## config.mk

```make
export PLATFORM = sky130hd
export DESIGN_NAME = uart_tx
export DESIGN_NICKNAME = d
export VERILOG_FILES = /design/src/rtl/uart_pkg.sv /design/src/rtl/uart_baud_gen.sv /design/src/rtl/uart_tx.sv
export SDC_FILE = /design/constraint.sdc
export NUM_CORES = 1
export LEC_CHECK = 0
export ABC_AREA = 1
export CORE_AREA = 10 10 62 64
export DETAILED_ROUTE_END_ITERATION = 8
export DIE_AREA = 0 0 72 74
export PLACE_DENSITY = 0.73
export SLEW_MARGIN = 20
export SYNTH_ARGS = -nofsm -noshare
export SYNTH_HDL_FRONTEND = slang
export SYNTH_SLANG_ARGS = --single-unit
```

## constraint.sdc

```tcl
create_clock -name clk -period 1.4 [get_ports clk]
set_input_delay 0.14 -clock clk [delete_from_list [all_inputs] [get_ports clk]]
set_output_delay 0.14 -clock clk [all_outputs]
set_load 0.05 [all_outputs]
```

## src/rtl/uart_pkg.sv

```systemverilog
// Shared definitions for the UART transmitter: FSM state encoding, idle line level
// and the baud divisor helper.
package uart_pkg;

    typedef enum logic [2:0] {
        ST_IDLE,
        ST_START,
        ST_DATA,
        ST_PARITY,
        ST_STOP
    } state_t;

    localparam logic IDLE_LEVEL = 1'b1;

    // Clock cycles per serial bit; integer division truncates toward zero.
    function automatic int calc_clks_per_bit(input int clk_freq, input int baud_rate);
        return clk_freq / baud_rate;
    endfunction

endpackage

```

## src/rtl/uart_baud_gen.sv

```systemverilog
// Bit-period counter for the UART transmitter: counts 0..CLKS_PER_BIT-1 and pulses
// bit_tick on the last cycle of each bit; clear holds it at zero between frames.
module uart_baud_gen #(
    parameter int CLKS_PER_BIT = 434
) (
    input  logic clk,
    input  logic rst_n,
    input  logic clear,
    output logic bit_tick
);

    localparam int              CNT_W    = $clog2(CLKS_PER_BIT);
    localparam logic [CNT_W-1:0] CNT_LAST = CNT_W'(CLKS_PER_BIT - 1);

    logic [CNT_W-1:0] cnt;

    // NOTE: sequential state is assigned with <= so every flop samples pre-edge values.
    always_ff @(posedge clk) begin
        if (!rst_n) begin
            cnt <= '0;
        end else if (clear || cnt == CNT_LAST) begin
            cnt <= '0;
        end else begin
            cnt <= cnt + 1'b1;
        end
    end

    assign bit_tick = !clear && (cnt == CNT_LAST);

endmodule

```

## src/rtl/uart_tx.sv

```systemverilog
// UART transmitter: 8N1 frames, LSB first, idle-high line, registered tx output.
// Define UART_TX_PARITY_EN to insert an even-parity bit between the data and stop bits.
module uart_tx
    import uart_pkg::*;
#(
    parameter int CLK_FREQ  = 50_000_000,
    parameter int BAUD_RATE = 115_200,
    parameter int DATA_BITS = 8
) (
    input  logic                 clk,
    input  logic                 rst_n,
    input  logic [DATA_BITS-1:0] tx_data,
    input  logic                 tx_start,
    output logic                 tx_busy,
    output logic                 tx_done,
    output logic                 tx
);

    localparam int CLKS_PER_BIT = calc_clks_per_bit(CLK_FREQ, BAUD_RATE);
    localparam int IDX_W        = (DATA_BITS > 1) ? $clog2(DATA_BITS) : 1;
    localparam logic [IDX_W-1:0] IDX_LAST = IDX_W'(DATA_BITS - 1);

    generate
        if (CLKS_PER_BIT < 2) begin : g_bad_baud
            $error("uart_tx: CLK_FREQ / BAUD_RATE must be at least 2");
        end
    endgenerate

    state_t               state, state_next;
    logic [IDX_W-1:0]     idx, idx_next;
    logic [DATA_BITS-1:0] shift_reg, shift_next;
    logic                 tx_q, tx_next;
    logic                 done_next;
    logic                 bit_tick;
    logic                 baud_clear;

    // The bit timer only runs while a frame is in flight, so the first START cycle sees count 0.
    assign baud_clear = (state == ST_IDLE);

    uart_baud_gen #(
        .CLKS_PER_BIT(CLKS_PER_BIT)
    ) u_baud_gen (
        .clk     (clk),
        .rst_n   (rst_n),
        .clear   (baud_clear),
        .bit_tick(bit_tick)
    );

    always_ff @(posedge clk) begin
        if (!rst_n) begin
            state     <= ST_IDLE;
            idx       <= '0;
            // NOTE: the data latch is cleared on reset too, so no frame ever carries stale bits.
            shift_reg <= '0;
            tx_q      <= IDLE_LEVEL;
        end else begin
            state     <= state_next;
            idx       <= idx_next;
            shift_reg <= shift_next;
            tx_q      <= tx_next;
        end
    end

    always_comb begin
        // NOTE: every output of this block gets a default first so no path infers a latch.
        state_next = state;
        idx_next   = idx;
        shift_next = shift_reg;
        tx_next    = tx_q;
        done_next  = 1'b0;

        case (state)
            ST_IDLE: begin
                tx_next = IDLE_LEVEL;
                if (tx_start) begin
                    state_next = ST_START;
                    shift_next = tx_data;
                    idx_next   = '0;
                    tx_next    = ~IDLE_LEVEL;
                end
            end

            ST_START: begin
                if (bit_tick) begin
                    state_next = ST_DATA;
                    idx_next   = '0;
                    tx_next    = shift_reg[0];
                end
            end

            ST_DATA: begin
                if (bit_tick) begin
                    if (idx == IDX_LAST) begin
`ifdef UART_TX_PARITY_EN
                        state_next = ST_PARITY;
                        tx_next    = ^shift_reg;
`else
                        state_next = ST_STOP;
                        tx_next    = IDLE_LEVEL;
`endif
                    end else begin
                        idx_next = idx + 1'b1;
                        tx_next  = shift_reg[idx + 1'b1];
                    end
                end
            end

`ifdef UART_TX_PARITY_EN
            ST_PARITY: begin
                if (bit_tick) begin
                    state_next = ST_STOP;
                    tx_next    = IDLE_LEVEL;
                end
            end
`endif

            ST_STOP: begin
                if (bit_tick) begin
                    state_next = ST_IDLE;
                    done_next  = 1'b1;
                    tx_next    = IDLE_LEVEL;
                end
            end

            default: begin
                state_next = ST_IDLE;
                tx_next    = IDLE_LEVEL;
            end
        endcase
    end

    assign tx      = tx_q;
    assign tx_busy = (state != ST_IDLE);
    assign tx_done = done_next;

endmodule
```

==> flow_summary.toml, run 1 <==
[floorplanning]
ios = 14
start_util = 0.466
die_x_um = 72
die_area_um2 = 5330
coreArea_um2 = 2660
die_h_um = 74
rows = 19

[grt]
gr-total-overflow = 0
grt_pass1_wl_um = 4800
grt_start_max_net_pins = 15
antenna_found_initial = 0
track_usage = 0.110
grt_pass1_vias = 1115

[job]
drv_cap = 0

[logic_synthesis]
yosys.area.top_type = "dfxtp_1"
synth_cells = 173
synth_top_family_by_area = "simple AND/OR/NAND/NOR gates"
synth_fa_ha_area_frac = 0.0404
synth_simple_gate_area_frac = 0.398
synth_area_um2 = 1240
synth_nets = 188
muxShareOfSynthArea = 0
synth.distinct_cells = 27
synth_xor_area_frac = 0.0212
synth_seq_area_share = 0.387
yosys-top-cells-area = "dfxtp_1 (39%), nand2_1 (14%), nand3_1 (9.3%)"
synth_seq_cells = 24
syn_avg_cell_area_um2 = 7.17
yosysWarnings = 0
synth_top_area_share = 0.387
synth_compound_area_frac = 0.0878

[sta]
tightest_slew_ns = 0.269
final-setup-viol-count = 5
hold_violations = 0
slew_headroom = 0.819
skew_ns = 0.0166
setup_ws_ns = -0.0846
max_freq_mhz = 674
fin_crit_sh = 1.06
finalMaxSlewViolations = 0
fin_crit_ns = 1.48
fin_worst_hold_slack_ns = 0.383
rsz0062_at_grt = "true"

[cts]
insertion_delay_ns = 0.33
numCtsBuffers = 3
tritoncts = "yes"
clock_sinks = 24
clockRootBuffer = "clkbuf_4"
clockBufferDepth = 2
path_clk_slew_ns = 0.14
htreeDepth = 1

[layout]
regArea_um2 = 494
largest_reg_flops = 9
instances_no_fill = 229
nNetsFinal = 214
fill_cells = 234
drive_above_1_share = 0.348
final_common_cell = "nand2_1"
diodes = 0
multi_input_area_um2 = 812
syn2layout_area_growth_pct = 37.2
mostFrequentLayoutCells = "nand2_1 (40), nand3_1 (19), nor2_1 (15)"

[place]
gp_congestion = 0.830
dp.cells = 219
numPortBuffers = 13
dp_hpwl_um = 2140

[critical_path]
worstRegToRegCells = 11
end_kind = "primary output"
crit_arrival_ns = 1.34
r2r_setup_slack_ns = -0.01
start_kind = "register"
critPathMostFrequentCell = "nor2_4"
critPathRequiredTime_ns = 1.26
reg2reg_to = "idx[0]$_SDFFE_PN0P_"
crit_chain = "inv_2 -> ha_4 -> nand2_4 -> nor2_4 -> nand2_2 -> nor2_4 -> buf_12"
rr_startpoint = "u_baud_gen.cnt[1]$_SDFF_PP0_"
crit_fanout = 2
cpPeakStageDelay_ns = 0.35
path_class = "register to primary output"
slowest_stage = "dfxtp_2"

[power]
combPwrFrac = 0.550
swShare = 0.442
clock_power_share = 0.154
p_int_w = 0.00186
power_frac_seq = 0.296
p_sw_w = 0.00147
p_per_area_nw_per_um2 = 1960
irDropWorstVdd_mv = 1.25
p_leak_nw = 0.686

[min_path]
hp-class = "input pin to register"
worstHoldStart = "tx_data[6]"
worstHoldPathCells = 3
hold_end = "shift_reg[6]$_SDFFE_PN0P_"

[outcome]
violations = "setup timing"
status = "complete, but fails checks"

[drt]
wl_per_cell_um = 12.7
drt_iter0_markers = 84
drt-total-wl_um = 2900
dr.pass1.iters = 5
viasPerCell = 5.22
route.detailed.drc = 0
antenna_left = 0
vias = 1196
[worst max path at each step]
stage                                            start                            to  slack (ns)
after floorplan           u_baud_gen.cnt[0]$_SDFF_PP0_                       tx_done        0.02
after global placement             idx[0]$_SDFFE_PN0P_               tx$_SDFFE_PN1P_        0.05
after detailed placement  u_baud_gen.cnt[0]$_SDFF_PP0_  u_baud_gen.cnt[8]$_SDFF_PP0_     -0.0006
after CTS                 u_baud_gen.cnt[1]$_SDFF_PP0_                       tx_done       -0.09
after global routing      u_baud_gen.cnt[1]$_SDFF_PP0_                       tx_done       -0.17
final                     u_baud_gen.cnt[1]$_SDFF_PP0_                       tx_done       -0.08
[per-layer routing]
layer	part of all wire	GRT usage	wire length (um)	vias to the layer above
met1	0.45	0.123	1290	546
met3	0.037	0.0213	107	11
met2	0.49	0.192	1410	31
met5	0	0	0	-
li1	-	-	-	608
met4	0.031	0.0645	89	0
[cells in the mapped netlist]
| cell type | number |
|---|---|
| ha_1 | 4 |
| nor2_1 | 18 |
| inv_2 | 3 |
| clkinv_2 | 1 |
| nand3_2 | 2 |
| nand3_1 | 23 |
| nand2_2 | 4 |
| inv_4 | 1 |
| nand2_4 | 2 |
| nand3b_1 | 1 |
| nor2_2 | 2 |
| nand2_1 | 45 |
| o21ai_0 | 2 |
| buf_2 | 2 |
| xor2_1 | 3 |
| clkinv_1 | 1 |
| or2_2 | 1 |
| a21oi_1 | 15 |
| o21a_1 | 1 |
| nor2_4 | 1 |
| nor3b_1 | 1 |
| nand3_4 | 1 |
| nand4_1 | 1 |
| nor3_1 | 1 |
| dfxtp_1 | 24 |
| inv_1 | 12 |
| a21oi_4 | 1 |
[layout make-up]
cell class | instances | area share
Clock buffer | 3 | 0.0132
Timing Repair Buffer | 23 | 0.133
Inverter | 18 | 0.0456
Multi-Input combinational cell | 129 | 0.477
Tap cell | 31 | 0.0228
Sequential cell | 24 | 0.290
Clock inverter | 1 | 0.0176
[stage by stage]
step           total power [W]  area (um2)  utilization  setup TNS, ns  setup slack, ns
2_1_floorplan          0.00214        1250            -              0           0.0174
3_3_place_gp           0.00253        1460        0.549              0           0.0453
3_5_place_dp           0.00260        1460        0.549      -0.000637        -0.000637
4_1_cts                0.00317        1580        0.594         -0.120          -0.0931
5_1_grt                0.00360        1700        0.639         -0.809           -0.166
6_report               0.00333        1700        0.639         -0.106          -0.0846
[cell families after synthesis]
logic type,after synthesis
AO/OA/AOI/OAI,19
XOR/XNOR,3
adder cells (fa/ha/maj),4
buffers and inverters,20
flip-flops,24
AND/OR/NAND/NOR,103
[what timing repair did]
| item | CTS | global route |
|---|---|---|
| setup endpoints to repair | 3 | 11 |
| hold endpoints to repair | 0 | 0 |
| pin swaps | 3 | 13 |
| resized for setup | 13 | 32 |
| hold buffers | 0 | 0 |
| setup buffers | 4 | 2 |
[power groups by stage]
| stage | clock (W) | sequential [W] | combinational, W |
|---|---|---|---|
| after floorplan | 0 | 0.00100 | 0.00115 |
| after global placement | 0 | 0.000963 | 0.00157 |
| after detailed placement | 0 | 0.000970 | 0.00163 |
| after CTS | 0.000518 | 0.000956 | 0.00169 |
| after global routing | 0.000549 | 0.00101 | 0.00205 |
| final | 0.000513 | 0.000986 | 0.00183 |
[worst max-delay path, delay by kind of cell (launching register included)]
kind / cells / cell delay (ns)
buf+inv: 2 / 0.20
flops: 1 / 0.35
fa+ha+maj: 1 / 0.13
simple gates: 4 / 0.33
Power figures use the tool's default switching activity.
==> run 2: changes to the inputs <==
Settings changed: ABC_AREA 1 to unset, CORE_AREA 10 10 62 64 to 10 10 60 62, CTS_BUF_LIST set to sky130_fd_sc_hd__clkbuf_2, DIE_AREA 0 0 72 74 to 0 0 70 72, PLACE_DENSITY 0.73 to 0.76.
==> flow_summary.toml, run 2 <==
[drt]
antenna_left = 0
drt_iter0_markers = 58
viasPerCell = 5.49
route.detailed.drc = 0
dr.pass1.iters = 4
vias = 1103
drt-total-wl_um = 2710
wl_per_cell_um = 13.5

[logic_synthesis]
synth-edff-count = 0
yosys.area.top_type = "dfxtp_1"
yosysMostFrequentCell = "dfxtp_1"
synth_seq_area_share = 0.404
synth_seq_cells = 24
synth_area_um2 = 1190
synth_nets = 151
yosys-top-cells-area = "dfxtp_1 (40%), nand2_1 (6.6%), a21oi_1 (5.9%)"
synth_common_cells = "dfxtp_1 (24), nand2_1 (21), a21oi_1 (14)"
synth_top_area_share = 0.404
synth_ff_type = "dfxtp_1"
synth_cells = 136
yosysWarnings = 0
synth.distinct_cells = 39
async_flop_share = 0
syn_avg_cell_area_um2 = 8.74

[layout]
regArea_um2 = 494
largest_reg_flops = 9
nNetsFinal = 187
final_common_cell = "buf_4"
drive_above_1_share = 0.351
mostFrequentLayoutCells = "buf_4 (22), nand2_1 (21), dfxtp_1 (17)"
fill_cells = 201
multi_input_area_um2 = 781
post-route-util = 0.692
diodes = 0
syn2layout_area_growth_pct = 41.6

[grt]
track_usage = 0.108
antenna_found_initial = 0
grt_pass1_wl_um = 4760
grt_start_max_net_pins = 14
gr-total-overflow = 0
grt_pass1_vias = 1079

[cts]
tritoncts = "yes"
insertion_delay_ns = 0.34
clockBufferDepth = 2
clock_sinks = 24
clockRootBuffer = "clkbuf_2"
path_clk_slew_ns = 0.25
numCtsBuffers = 3
htreeDepth = 1

[sta]
setup_ws_ns = -0.377
rsz0062_at_grt = "true"
skew_ns = 0.0409
fin_crit_sh = 1.27
final-setup-viol-count = 7
finalMaxSlewViolations = 0
max_freq_mhz = 563
slew_headroom = 0.783
hold_violations = 0
tightest_slew_ns = 0.324
fin_crit_ns = 1.78
fin_setup_tns_ns = -1.07

[floorplanning]
die_area_um2 = 5040
die_h_um = 72
ios = 14
die_x_um = 70
start_util = 0.489
coreArea_um2 = 2430
rows = 18

[min_path]
hp-class = "input pin to register"

[place]
gp_congestion = 0.873
numPortBuffers = 13
dp_hpwl_um = 2160

[power]
p_per_area_nw_per_um2 = 703
p_leak_nw = 0.623
irDropWorstVdd_mv = 0.606

[critical_path]
critPathRequiredTime_ns = 1.26
crit_arrival_ns = 1.64
path_class = "register to primary output"
end_kind = "primary output"
r2r_setup_slack_ns = -0.22
start_kind = "register"
crit_fanout = 2

[outcome]
status = "complete, but fails checks"
violations = "setup timing"

[job]
drv_cap = 0
-- run 2: cell count changes after synthesis, sizes merged, moves of 3 or more --
cell / change
xnor2: +5
nand3: -18
nor2: -11
nand2: -30
inv: -12
nand4b: +3
-- run 2: final timing paths --
path                                                   start                        end  depth (start not counted)
worst max-delay path            u_baud_gen.cnt[1]$_SDFF_PP0_                    tx_done                          6
worst min-delay path                              tx_data[5]  shift_reg[5]$_SDFFE_PN0P_                          3
worst max register to register           idx[0]$_SDFFE_PN0P_            tx$_SDFFE_PN1P_                          4
worst min register to register     shift_reg[5]$_SDFFE_PN0P_  shift_reg[5]$_SDFFE_PN0P_                          2
-- run 2: kinds of logic after synthesis --
group | count (synthesis) | synth area share
buffers and inverters | 9 | 0.0337
flip-flops | 24 | 0.404
adder cells (fa/ha/maj) | 4 | 0.0421
multiplexers | 2 | 0.0379
AO/OA/AOI/OAI | 27 | 0.139
XOR/XNOR | 9 | 0.0663
AND/OR/NAND/NOR | 61 | 0.277
-- run 2: per-layer routing --
metal  global-route usage  wire length [um]
met1                0.123              1190
met3               0.0163                77
met4               0.0439                29
met2                0.195              1410
met5                    0                 0
-- run 2: stage by stage --
step           setup slack [ns]  std cells  total power (W)  cell area (um2)  hold slack (ns)
2_1_floorplan            -0.222        136         0.000828             1260            0.276
3_3_place_gp             -0.139        193         0.000908             1580            0.445
3_5_place_dp             -0.208        193         0.000915             1580            0.453
4_1_cts                  -0.402        201          0.00118             1660            0.304
5_1_grt                  -0.499        201          0.00124             1680            0.288
6_report                 -0.377        201          0.00118             1680            0.305
-- run 2: cell type report --
| type | instances | area share |
|---|---|---|
| Clock buffer | 3 | 0.00892 |
| Clock inverter | 1 | 0.00223 |
| Inverter | 4 | 0.00892 |
| Multi-Input combinational cell | 103 | 0.464 |
| Sequential cell | 24 | 0.294 |
| Tap cell | 30 | 0.0223 |
| Timing Repair Buffer | 36 | 0.200 |
-- run 2: what timing repair did --
action | CTS | global route
buffers inserted | 4 | 0
hold buffers | 0 | 0
endpoints found under the setup margin | 23 | 19
pin swaps | 10 | 4
gates resized for setup | 8 | 9
-- run 2: worst max-delay path: stages, from the launching register on --
cell,delay [ns]
dfxtp_2,0.36
inv_2,0.05
ha_4,0.12
and4bb_1,0.24
nand3_2,0.11
nor4b_4,0.27
buf_12,0.18
-- run 2: report_power, final --
part | total [W] | switching [W] | internal [W]
clock network | 0.000262 | 0.000199 | 0.0000621
logic | 0.000203 | 0.0000978 | 0.000105
registers | 0.000718 | 0.0000143 | 0.000704
==> run 3: changes to the inputs <==
Settings changed: CAP_MARGIN set to 20.
==> results of run 3 <==
The final DEF is identical to that of run 2; final timing and power are the same.
